### src/rtl/uart_rx.sv
// uart_rx: 8N1 UART receiver with a 2-flop input synchroniser and mid-bit sampling.
// Optional even parity (8E1) is enabled by defining the macro UART_RX_PARITY_EN.
// Good bytes appear on RX_Bytes with a 1-cycle RX_Done; bad frames pulse RX_Error.
`timescale 1ns/1ps

module uart_rx #(
  parameter int CLKS_PER_BIT = 868
) (
  input  logic       Clock,
  input  logic       Reset_n,
  input  logic       RX_Serial,
  output logic [7:0] RX_Bytes,
  output logic       RX_Done,
  output logic       RX_Active,
  output logic       RX_Error
);

  localparam int HALF = (CLKS_PER_BIT - 1) / 2;
  localparam int CW   = $clog2(CLKS_PER_BIT);

  localparam logic [CW-1:0] CNT_HALF = CW'(HALF);
  localparam logic [CW-1:0] CNT_LAST = CW'(CLKS_PER_BIT - 1);

`ifdef UART_RX_PARITY_EN
  typedef enum logic [2:0] {
    IDLE    = 3'd0,
    START   = 3'd1,
    DATA    = 3'd2,
    STOP    = 3'd3,
    RECOVER = 3'd4,
    PARITY  = 3'd5
  } state_t;
`else
  typedef enum logic [2:0] {
    IDLE    = 3'd0,
    START   = 3'd1,
    DATA    = 3'd2,
    STOP    = 3'd3,
    RECOVER = 3'd4
  } state_t;
`endif

  state_t state, state_nxt;

  // synchroniser stages; rx_s is the only view of the line the FSM uses
  logic rx_p0, rx_p1;
  logic rx_s;

  logic [CW-1:0] clk_cnt, cnt_nxt;
  logic [2:0]    bit_idx, bit_nxt;
  logic [7:0]    shift,   shift_nxt;
  logic [7:0]    bytes_nxt;
  logic          done_nxt, err_nxt, active_nxt;
  logic          cnt_last;
  logic          stop_ok;

`ifdef UART_RX_PARITY_EN
  logic par_err, par_err_nxt;
`endif

  assign rx_s     = rx_p1;
  assign cnt_last = (clk_cnt == CNT_LAST);

  // A frame is accepted only with a high stop bit (and matching parity when enabled).
`ifdef UART_RX_PARITY_EN
  assign stop_ok = rx_s & ~par_err;
`else
  assign stop_ok = rx_s;
`endif

  // Two-flop synchroniser; reset to the idle (high) line level.
  always_ff @(posedge Clock or negedge Reset_n) begin
    if (!Reset_n) begin
      rx_p0 <= 1'b1;
      rx_p1 <= 1'b1;
    end else begin
      rx_p0 <= RX_Serial;
      rx_p1 <= rx_p0;
    end
  end

  // FSM state register.
  always_ff @(posedge Clock or negedge Reset_n) begin
    if (!Reset_n) begin
      state <= IDLE;
    end else begin
      state <= state_nxt;
    end
  end

  // Next-state, counter, shift and output decode.
  always_comb begin
    state_nxt  = state;
    cnt_nxt    = cnt_last ? '0 : clk_cnt + 1'b1;
    bit_nxt    = bit_idx;
    shift_nxt  = shift;
    bytes_nxt  = RX_Bytes;
    done_nxt   = 1'b0;
    err_nxt    = 1'b0;
    active_nxt = RX_Active;
`ifdef UART_RX_PARITY_EN
    par_err_nxt = par_err;
`endif

    case (state)
      IDLE: begin
        cnt_nxt = '0;
        bit_nxt = '0;
        if (!rx_s) begin
          state_nxt  = START;
          active_nxt = 1'b1;
        end
      end

      START: begin
        // Re-check the line half a bit in; a short low pulse is treated as noise.
        if (clk_cnt == CNT_HALF) begin
          cnt_nxt = '0;
          bit_nxt = '0;
          if (!rx_s) begin
            state_nxt = DATA;
          end else begin
            state_nxt  = IDLE;
            active_nxt = 1'b0;
          end
        end
      end

      DATA: begin
        if (cnt_last) begin
          shift_nxt[bit_idx] = rx_s;
          cnt_nxt            = '0;
          if (bit_idx == 3'd7) begin
            bit_nxt = '0;
`ifdef UART_RX_PARITY_EN
            state_nxt = PARITY;
`else
            state_nxt = STOP;
`endif
          end else begin
            bit_nxt = bit_idx + 3'd1;
          end
        end
      end

`ifdef UART_RX_PARITY_EN
      PARITY: begin
        // Even parity: data bits XOR parity bit must be zero.
        if (cnt_last) begin
          par_err_nxt = ^{shift, rx_s};
          cnt_nxt     = '0;
          state_nxt   = STOP;
        end
      end
`endif

      STOP: begin
        if (cnt_last) begin
          cnt_nxt = '0;
          if (stop_ok) begin
            bytes_nxt  = shift;
            done_nxt   = 1'b1;
            active_nxt = 1'b0;
            state_nxt  = IDLE;
          end else begin
            err_nxt = 1'b1;
            if (rx_s) begin
              // Stop bit fine, only parity bad: line already idle.
              active_nxt = 1'b0;
              state_nxt  = IDLE;
            end else begin
              state_nxt = RECOVER;
            end
          end
        end
      end

      RECOVER: begin
        // Hold off until the line returns high so a break never looks like a start.
        cnt_nxt = '0;
        if (rx_s) begin
          active_nxt = 1'b0;
          state_nxt  = IDLE;
        end
      end

      default: begin
        cnt_nxt    = '0;
        bit_nxt    = '0;
        active_nxt = 1'b0;
        state_nxt  = IDLE;
      end
    endcase
  end

  // Datapath and output registers.
  always_ff @(posedge Clock or negedge Reset_n) begin
    if (!Reset_n) begin
      clk_cnt   <= '0;
      bit_idx   <= '0;
      shift     <= '0;
      RX_Bytes  <= '0;
      RX_Done   <= 1'b0;
      RX_Error  <= 1'b0;
      RX_Active <= 1'b0;
`ifdef UART_RX_PARITY_EN
      par_err   <= 1'b0;
`endif
    end else begin
      clk_cnt   <= cnt_nxt;
      bit_idx   <= bit_nxt;
      shift     <= shift_nxt;
      RX_Bytes  <= bytes_nxt;
      RX_Done   <= done_nxt;
      RX_Error  <= err_nxt;
      RX_Active <= active_nxt;
`ifdef UART_RX_PARITY_EN
      par_err   <= par_err_nxt;
`endif
    end
  end

endmodule
### config.mk
export PLATFORM = sky130hd
export DESIGN_NAME = uart_rx
export DESIGN_NICKNAME = d
export VERILOG_FILES = /design/src/rtl/uart_rx.sv
export SDC_FILE = /design/constraint.sdc
export NUM_CORES = 1
export LEC_CHECK = 0
export BUFFER_PORTS_ARGS = -buffer_cell sky130_fd_sc_hd__buf_2
export CORE_MARGIN = 1
export CORE_UTILIZATION = 40
export CTS_CLUSTER_SIZE = 20
export DETAILED_ROUTE_END_ITERATION = 8
export RECOVER_POWER = 50
export REMOVE_ABC_BUFFERS = 1
export SYNTH_ARGS = -nofsm -noshare
export SYNTH_HDL_FRONTEND = slang
export SYNTH_SLANG_ARGS = --single-unit
export TNS_END_PERCENT = 5
### constraint.sdc
create_clock -name Clock -period 2.6 [get_ports Clock]
set_clock_uncertainty 0.05 [all_clocks]
set_input_delay 0.13 -clock Clock [delete_from_list [all_inputs] [get_ports Clock]]
set_output_delay 0.13 -clock Clock [all_outputs]
set_load 0.1 [all_outputs]
Yosys cells after proc, flatten, opt, wreduce, memory -nomap -nowiden
Cells that the tools add are included.

storage, ports and cells
  flip-flop bits (word level) = 37
  output and inout port bits = 11
  logic and storage cells = 69

cells by class
  add/sub/neg operators = 2
  order comparisons = 2
  equality and inequality tests = 13
  multiplexer cells = 31
  bitwise operators = 2
  reduce and logical (&&, ||, !) cells = 9

operator list
  operator                                                                             count
  10-bit 2-to-1 mux                                                                    3
  3-bit 2-to-1 mux                                                                     10
  10-bit case mux with 2 select lines                                                  1
  3-bit case mux with 5 select lines                                                   1
  2-bit != test, second input constant                                                 6
  1-bit 2-to-1 mux                                                                     11
  10-bit by 1-bit adder with 10-bit output, second input constant                      1
  10-bit equality test, second input constant                                          1
  10-bit by 9-bit equality test with 1-bit output, second input constant               1
  3-bit case mux with 3 select lines                                                   1
  8-bit bitwise mux                                                                    1
  3-bit by 2-bit equality test with 1-bit output, second input constant                2
  3-bit equality test, second input constant                                           2
  3-bit AND reduction                                                                  2
  6-bit AND reduction                                                                  1
  1-bit case mux with 5 select lines                                                   1
  3-bit by 4-bit less-than comparator with 1-bit output, second input constant         1
  4-bit AND reduction                                                                  1
  2-bit OR reduction                                                                   2
  3-bit by 1-bit adder with 3-bit output, second input constant                        1
  1-bit demux with 3-bit select                                                        1
  3-bit by 1-bit equality test with 1-bit output, second input constant                1
  3-bit by 1-bit greater-or-equal comparator with 1-bit output, second input constant  1
  3-bit logical NOT                                                                    1
  4 further kinds                                                                      5

Logic depth before layout (Yosys ltp)
  depth after elaboration = 5
  gate-level depth with buffers = 6

Least setup slack after synthesis
Ideal clock, no wire load.

  kind = register to register
  start = register clk_cnt[2]
  end = register shift[3]
  library setup time = 0.128 ns
  arrival time = 1.691 ns
  slack = 0.731 ns
  cell stages (with the launch flop) = 6
  buffers on the path = 1
  cell sequence = dfrtp_1 > nor4b_4 > nand4_2 > buf_6 > nor4b_4 > mux2_1

on the way
  word-level cells in the longest chain between the ends = 2

RTL lines
  item                           line  RTL
  from (decl)                    49    logic [CW-1:0] clk_cnt, cnt_nxt;
  from (signal assigned)         210   clk_cnt <= cnt_nxt;
  10-bit equality test           62    assign cnt_last = (clk_cnt == CNT_LAST);
  2-bit AND reduction (no line)  --
  to (signal assigned)           212   shift <= shift_nxt;
  to (decl)                      51    logic [7:0] shift, shift_nxt;

Every way passes these cells.
A chain may end at the register's enable or synchronous reset.

Worst setup path after layout
  start = register clk_cnt[0]
  end = register shift[3]

The elaborated chain is that of the path after synthesis.

==> impl_metrics.tcl <==
set metrics [dict create \
    dr_total_vias 1215 \
    synth_warnings 0 \
    start_kind "flip-flop" \
    start_util_pct 41.6 \
    crit_arrival_ps 2420 \
    ys_seq_elements 37 \
    async_flop_share_pct 100 \
    cp_max_fo 10 \
    ant_nets 0 \
    drtIter0Drc 94 \
    cts_tree "built" \
    tightest_slew_ps 1920 \
    dp_hpwl_mm 2.22 \
    synth_edf_count 0 \
    yosysTopAreaCellShare_pct 48.3 \
    p_clk_share_pct 49.4 \
    endpoint_kind "flip-flop" \
    crit_type "flip-flop to flip-flop" \
    yosys.area.top_type "dfrtp_1" \
    setup_viol 0 \
    final_area_sq_um 2080 \
    synth_most_common_cell "dfrtp_1" \
    seq_power_share_pct 49.3 \
    root_buffer "clkbuf_8" \
    htreeDepth 2 \
    drt-total-wl_mm 3.30 \
    port_buffers 13 \
    power_leakage_uw 0.00100 \
    rrSetupSlack_ps 310 \
    cts_made_buffers 5 \
    drc 0 \
    fmax_mhz 438 \
    synth_area_per_cell_sq_um 12.1 \
    design.core.area_sq_um 4350 \
    netlist_area_sq_um 1810 \
    drt_first_pass_iters 4 \
    core.rowCount 24 \
    tns_ps 0 \
    total_power_uw 1180 \
    die_area_sq_um 4810 \
    antenna_found_initial 0 \
    ys.flop_type "dfrtp_1" \
    grt_usage_pct 15.6 \
    synth_common_cells "35 x dfrtp_1, 12 x mux2_2, 10 x nand2_1, 10 x nor3_1, 9 x nor2_1" \
    fill_cells 412 \
    gr-total-overflow 0 \
    worstSkewPairLatency_ps 290 \
    crit_required_ps 2730 \
    dpl_cell_area_sq_um 1930 \
    slew_headroom_pct -27.8 \
    p_per_area_nw_per_um2 568 \
    synth.area.top_cells "dfrtp_1 48%, mux2_2 7.5%, nor4b_4 3.9%" \
    period_minus_slack_ps 2290 \
    post-cts-setup-buffers 0 \
    utilization_pct 47.8 \
    rsz0062_at_grt "false" \
    drv_cap 1 \
    yosysSeqAreaShare_pct 51.2 \
    wire_per_inst_um 14.8 \
    grt_max_degree 38 \
    drive_above_1_share_pct 27.1 \
    placedCellCount 212 \
    slew_violations 38 \
    die_h_um 69.3 \
    area_delta_synth_final_pct 14.7 \
    hold_violations 0 \
    clk_pin_slew_ps 80 \
    ios 14 \
    clock-sinks 37 \
    power_frac_comb_pct 1.3 \
    via_per_inst 5.47 \
    peakVddDrop_uv 217 \
    status "finished with violations" \
    insertedDiodeCount 0 \
    nets 176 \
    grt_pass1_wl_mm 5.91 \
    die_width_um 69.3 \
    grt_pass1_vias 1283 \
    clockBufferDepth 2 \
    period_share_pct 87.9 \
    place_congestion 0.878 \
    instances_no_fill 222 \
    power.switching_uw 218 \
    min_path_type "flip-flop to flip-flop" \
    violations "capacitance limit, slew limit" \
    internal-power_uw 963 \
    ys_types 41 \
    netlist_instances 150 \
    switching_share_pct 18.5 \
]
==> registers in the layout (all words and copies together) (netlist names) <==
name	count
clk_cnt	10
RX_Bytes	8
shift	8
bit_idx	3
state	3
RX_Active	1
RX_Done	1
RX_Error	1
rx_p0	1
rx_p1	1
==> layer usage <==
metal | vias to the layer above | wire [um] | global-route usage [%]
li1 | 585 | - | -
met1 | 612 | 1560 | 20.6
met2 | 12 | 1580 | 23.9
met3 | 6 | 81 | 3.49
met4 | 0 | 67 | 8.62
met5 | - | 0 | 0
==> cells in the final DEF (no fill, tap or decap), types with 4 or more instances in the layout <==
master     n
nor4_2     4
clkbuf_8   5
nor2_1     9
xor2_1     5
buf_2      9
nand2_1   10
ha_1       4
clkbuf_1   4
dfrtp_1   35
nor3_1    10
mux2_2    12
mux2_1     4
==> power by group through the flow <==
stage	registers [uW]	clock network (uW)	logic, uW
CTS	582	599	17.1
floorplan	591	0	1.49
global route	582	630	18.7
finish	582	584	15.5
global placement	593	0	14.1
detailed placement	593	0	14.6
==> worst max-delay path: stages (launching register included) <==
cell and delay [ps]:
dfrtp_1 410, ha_1 230, nor2b_1 280, nand4_2 340, buf_4 280, nor4b_4 260
mux2_1 340
==> path summary, 6_finish.rpt <==
kind,cells past startpoint,endpoint,from
setup / recovery,6,shift[3],clk_cnt[0]
hold / removal,0,rx_p1,rx_p0
setup reg to reg,6,shift[3],clk_cnt[0]
hold reg to reg,0,rx_p1,rx_p0
max in group asynchronous,2,RX_Active,Reset_n
min in group asynchronous,2,shift[2],Reset_n
==> logic make-up (layout without fill, tap and decap cells) <==
kind of cell / after synthesis / count (layout) / share of synthesized area [%]
adder cells (fa/ha/maj): 4 / 4 / 2.76
flip-flops: 37 / 37 / 51.2
XOR/XNOR: 8 / 8 / 3.86
multiplexers: 16 / 16 / 9.94
buffers and inverters: 8 / 28 / 2.14
AO/OA/AOI/OAI: 17 / 17 / 6.56
AND/OR/NAND/NOR: 60 / 60 / 23.5
==> metrics by stage <==
step	hold slack (ps)	setup WS, ps
after floorplan	-216	531
after global placement	186	391
after detailed placement	188	294
after CTS	308	294
after global routing	316	102
final	307	315
==> layout make-up <==
class,instances,area (sq um),area share [%]
sequential,37,928,44.6
multi-input combinational,105,846,40.7
timing repair buffer,17,95.1,4.57
clock buffer,5,68.8,3.31
clock inverter,3,65.1,3.13
tap,52,65.1,3.13
inverter,3,11.3,0.542
==> what timing repair did <==
| item | in CTS | in global routing |
|---|---|---|
| endpoints found under the hold margin | 36 | 0 |
| resized for setup | 0 | 0 |
| hold buffers | 2 | 0 |
(Power assumes the default switching activity.)
